## src/rtl/temporizador_multirate.sv

```systemverilog
`default_nettype none
// ============================================================================
// temporizador_multirate
//   Multirate audio timing generator: fractional-accumulator sample clocks,
//   glitch-free selectable sample clock, debounced reset, 1/2 s and heartbeat.
//   Revision: 1.0
// ============================================================================
module temporizador_multirate #(
  parameter int CLK_HZ  = 60_000_000,
  parameter int ACC_W   = 32,
  parameter int DEB_CYC = 6000,
  parameter int HB_CYC  = CLK_HZ / 10
) (
  input  logic       clock_in,
  input  logic       reset_n,
  input  logic       reset_btn,
  input  logic [2:0] rate_sel,
  output logic [7:0] samp_rates,
  output logic [7:0] samp_ticks,
  output logic       sample_clk,
  output logic       sample_tick,
  output logic       rst_out,
  output logic       medio_sg,
  output logic       latido
);

  localparam int C_DEB_W  = $clog2(DEB_CYC + 1);
  localparam int C_HALF   = CLK_HZ / 2;
  localparam int C_SEC_W  = $clog2(C_HALF + 1);
  localparam int C_HB_W   = $clog2(HB_CYC + 1);

  localparam logic [C_DEB_W-1:0] C_DEB      = C_DEB_W'(DEB_CYC);
  localparam logic [C_SEC_W-1:0] C_SEC_LAST = C_SEC_W'(C_HALF - 1);
  localparam logic [C_HB_W-1:0]  C_HB_LAST  = C_HB_W'(HB_CYC - 1);

  function automatic int f_rate_hz(input int idx);
    case (idx)
      0:       return 8000;
      1:       return 11025;
      2:       return 16000;
      3:       return 22050;
      4:       return 24000;
      5:       return 32000;
      6:       return 44100;
      default: return 48000;
    endcase
  endfunction

  // Rounded phase increment: (rate * 2^ACC_W + CLK_HZ/2) / CLK_HZ.
  function automatic logic [63:0] f_inc(input int idx);
    return ((64'(f_rate_hz(idx)) << ACC_W) + 64'(CLK_HZ / 2)) / 64'(CLK_HZ);
  endfunction

  logic [1:0]         r_sync;
  logic               r_rst_out;
  logic [C_DEB_W-1:0] r_deb;
  logic [C_SEC_W-1:0] r_sec;
  logic               r_medio;
  logic               r_latido;
  logic [C_HB_W-1:0]  r_hb;
  logic [2:0]         r_sel;
  logic [7:0]         w_rates;
  logic [7:0]         w_ticks;
  logic               w_hold;

  assign w_hold = !reset_n || r_rst_out;

  generate
    for (genvar i = 0; i < 8; i++) begin : g_chan
      localparam logic [63:0]      C_INC64 = f_inc(i);
      localparam logic [ACC_W-1:0] C_INC   = C_INC64[ACC_W-1:0];

      logic [ACC_W-1:0] r_acc;
      logic             r_rate;
      logic             r_tick;
      logic [ACC_W:0]   w_sum;

      assign w_sum = {1'b0, r_acc} + {1'b0, C_INC};

      always_ff @(posedge clock_in) begin
        if (w_hold) begin
          r_acc  <= '0;
          r_rate <= 1'b0;
          r_tick <= 1'b0;
        end else begin
          r_acc  <= w_sum[ACC_W-1:0];
          r_rate <= w_sum[ACC_W-1];
          r_tick <= w_sum[ACC_W];
        end
      end

      assign w_rates[i] = r_rate;
      assign w_ticks[i] = r_tick;
    end
  endgenerate

  // Button synchroniser and debounce; any synchronised high level restarts the hold.
  always_ff @(posedge clock_in) begin
    if (!reset_n) begin
      r_sync    <= 2'b00;
      r_rst_out <= 1'b1;
      r_deb     <= C_DEB;
    end else begin
      r_sync <= {r_sync[0], reset_btn};
      if (r_sync[1]) begin
        r_rst_out <= 1'b1;
        r_deb     <= C_DEB;
      end else if (r_rst_out) begin
        r_deb <= r_deb - 1'b1;
        if (r_deb == C_DEB_W'(1)) begin
          r_rst_out <= 1'b0;
        end
      end
    end
  end

  always_ff @(posedge clock_in) begin
    if (w_hold) begin
      r_sec    <= '0;
      r_medio  <= 1'b0;
      r_latido <= 1'b0;
      r_hb     <= '0;
    end else begin
      if (r_sec == C_SEC_LAST) begin
        r_sec   <= '0;
        r_medio <= ~r_medio;
      end else begin
        r_sec <= r_sec + 1'b1;
      end
      if (r_sec == C_SEC_LAST && !r_medio) begin
        r_latido <= 1'b1;
        r_hb     <= C_HB_LAST;
      end else if (r_latido) begin
        if (r_hb == '0) begin
          r_latido <= 1'b0;
        end else begin
          r_hb <= r_hb - 1'b1;
        end
      end
    end
  end

  // Selection only moves on the current channel's tick, so its period is never cut short.
  always_ff @(posedge clock_in) begin
    if (w_hold || w_ticks[r_sel]) begin
      r_sel <= rate_sel;
    end
  end

  assign samp_rates  = w_rates;
  assign samp_ticks  = w_ticks;
  assign sample_clk  = w_rates[r_sel];
  assign sample_tick = w_ticks[r_sel];
  assign rst_out     = r_rst_out;
  assign medio_sg    = r_medio;
  assign latido      = r_latido;

endmodule
`default_nettype wire

```

## config.mk

```make
export PLATFORM = sky130hd
export DESIGN_NAME = temporizador_multirate
export DESIGN_NICKNAME = d
export VERILOG_FILES = /design/src/rtl/temporizador_multirate.sv
export SDC_FILE = /design/constraint.sdc
export NUM_CORES = 1
export LEC_CHECK = 0
export ABC_AREA = 1
export CAP_MARGIN = 20
export CORE_UTILIZATION = 55
export DETAILED_ROUTE_END_ITERATION = 6
export GPL_ROUTABILITY_DRIVEN = 0
export PLACE_DENSITY = 0.82
export SETUP_SLACK_MARGIN = 0.05
export SYNTH_ARGS = -nofsm -noshare
export SYNTH_HDL_FRONTEND = slang
export SYNTH_SLANG_ARGS = --single-unit
```

## constraint.sdc

```tcl
create_clock -name clock_in -period 2.2 [get_ports clock_in]
set_input_delay 0.22 -clock clock_in [delete_from_list [all_inputs] [get_ports clock_in]]
set_output_delay 0.22 -clock clock_in [all_outputs]
set_load 0.005 [all_outputs]
```

==> flow_metrics.tcl <==
set metrics [dict create \
    die_w_um 181 \
    synth_flop_cell "dfxtp_1" \
    rsz0062_at_grt "false" \
    nets 2862 \
    die_y_um 181 \
    drcViolationCount 1 \
    n_fill_cell 2819 \
    cp_max_fo 7 \
    routed_via_density 5.43 \
    dpl-instance-area_um2 18300 \
    synthDistinctLibCells 53 \
    cts_hold_buf 0 \
    synth_warnings 0 \
    start_util 0.558 \
    grt-ovfl-total 0 \
    cp.required_ns 1.98 \
    cp_data_arrival_time_ns 1.87 \
    syn_avg_cell_area_um2 6.27 \
    p_per_area_nw_per_um2 631 \
    clk_pin_slew_ns 0.06 \
    synth-async-reset-ratio 0 \
    cts_root_buf "clkbuf_16" \
    critical_path_class "flop to primary output" \
    grt_usage 0.245 \
    grt_pass1_vias 16077 \
    fp-row-count 65 \
    cap_violations 0 \
    first_iter_violations 1346 \
    end_kind "primary output" \
    grt_pass1_wl_um 69500 \
    antenna_found_initial 0 \
    yosys.area.top_type "dfxtp_1" \
    worst_slew_pin_slew_ns 0.560 \
    dieArea_um2 32700 \
    hold_path.class "primary input to flop" \
    antenna_cells 0 \
    cts_tree "yes" \
    cts_max_level 2 \
    drive_gt1_frac 0.0505 \
    grt_max_degree 54 \
    numCtsBuffers 37 \
    hold_viol 0 \
    synth_edf_count 3 \
    violations "DRC" \
    synth_top_area_frac 0.363 \
    cp-start-kind "flop" \
    fin_skew_ns 0.0169 \
    r2r_setup_slack_ns 0.31 \
    setup_tns_ns 0 \
    ios 27 \
    fin_util 0.621 \
    peakVddDrop_v 0.000562 \
    synth-seq-cells 322 \
    status "finished with violations" \
    core_area_um2 31600 \
    slew_headroom 0.624 \
    min_period_ns 2.09 \
    place.port_buffers 26 \
    firstDrtPassIters 7 \
    ys_seq_area_frac 0.368 \
    clock_path_buffers 3 \
    fmax_ghz 0.479 \
    syn_nets 2825 \
    via_count 17773 \
    leakage_nw 8.20 \
    synth_area_leaders "dfxtp_1, nand2_1, nor2_1" \
    synth_commonest_cells "nand2_1, nor2_1, inv_1" \
    clock_latency_ns 0.53 \
    period_share 0.948 \
    cts_sinks 322 \
    routedWlPerCell_um 12.4 \
    synth_most_common_cell "nand2_1" \
    netlist_instances 2807 \
    finalInstanceArea_um2 19600 \
    drtAntennaViolNets 0 \
    setup_violations 0 \
    syn_area_um2 17600 \
    syn2layout_area_growth_pct 11.4 \
    wirelength_um 40800 \
    dp_hpwl_um 30000 \
    slew_violations 0 \
]
state kept, by name, summed over array words and instances (netlist names):
register       count
g_chan.r_acc     245
g_chan.r_tick      8
latido             1
medio_sg           1
r_deb             13
r_hb              23
r_sec             25
r_sel              3
r_sync             2
rst_out            1
stage by stage:
stage	total power, mW	cells	hold WS (ns)	setup WS [ns]
2_1_floorplan	6.06	2807	0.313	0.579
3_3_place_gp	6.09	3201	0.398	0.184
3_5_place_dp	6.10	3201	0.402	0.166
4_1_cts	12.5	3275	0.243	0.00706
5_1_grt	12.8	3275	0.264	0.0520
6_report	12.4	3275	0.255	0.114
logic make-up after synthesis:
family	share of synthesized area
adders and majority gates	0.00853
AOI/OAI and AO/OA	0.143
xor gates and xnor gates	0.00548
DFF	0.368
buffers and inverters	0.101
and+or+nand+nor	0.374
layout by cell type, fill, tap and decap left out, types with 9 or more instances in the layout:
cell type / synthesis / final
clkbuf_16: 0 / 39
nand3_1: 229 / 229
ha_1: 12 / 12
nor2_1: 436 / 436
inv_1: 389 / 387
o21ai_0: 171 / 168
o21a_1: 12 / 12
nor3_1: 82 / 82
nand2_1: 673 / 672
buf_4: 16 / 26
clkdlybuf4s50_1: 0 / 24
a21oi_1: 238 / 238
dfxtp_1: 319 / 319
nor4_1: 14 / 14
nand4_1: 51 / 51
or2_2: 9 / 9
critical path, stage by stage (launching register included):
cell           delay, ns
edfxtp_1            0.45
buf_6               0.17
o21ai_1             0.17
o22ai_1             0.10
nand2_1             0.10
nand2_2             0.09
dlygate4sd2_1       0.27
per-layer routing:
metal | track usage | share of wire
met2 | 0.431 | 0.47
met5 | 0 | 0
met4 | 0.0687 | 0.019
met1 | 0.311 | 0.45
met3 | 0.0359 | 0.055
where the power goes:
group	leakage [nW]	internal [mW]	switching, mW
clock	0.630	3.87	2.51
sequential	2.60	5.86	0.0154
combinational	4.97	0.0453	0.0613
worst paths after layout:
check,start,endpoint,depth (start not counted)
worst max-delay path,r_sel[0],sample_tick,6
worst min-delay path,reset_btn,r_sync[0],3
worst max register to register,g_chan[7].r_acc[1],g_chan[7].r_acc[17],11
worst min register to register,g_chan[7].r_acc[1],g_chan[7].r_acc[1],1
layout make-up:
class | count | area, µm² | share of cell area
Multi-Input combinational cell | 2037 | 9360 | 0.477
Sequential cell | 322 | 6480 | 0.330
Inverter | 390 | 1470 | 0.0750
Clock buffer | 47 | 1050 | 0.0533
Timing Repair Buffer | 56 | 520 | 0.0265
Tap cell | 402 | 503 | 0.0256
Clock inverter | 21 | 238 | 0.0121
timing repair:
| action | CTS | global route |
|---|---|---|
| setup buffers | 6 | 0 |
| resized for setup | 8 | 3 |
| pin swaps | 2 | 0 |
| setup endpoints to repair | 2 | 1 |
Note: power is estimated with default switching activity, not from simulation.
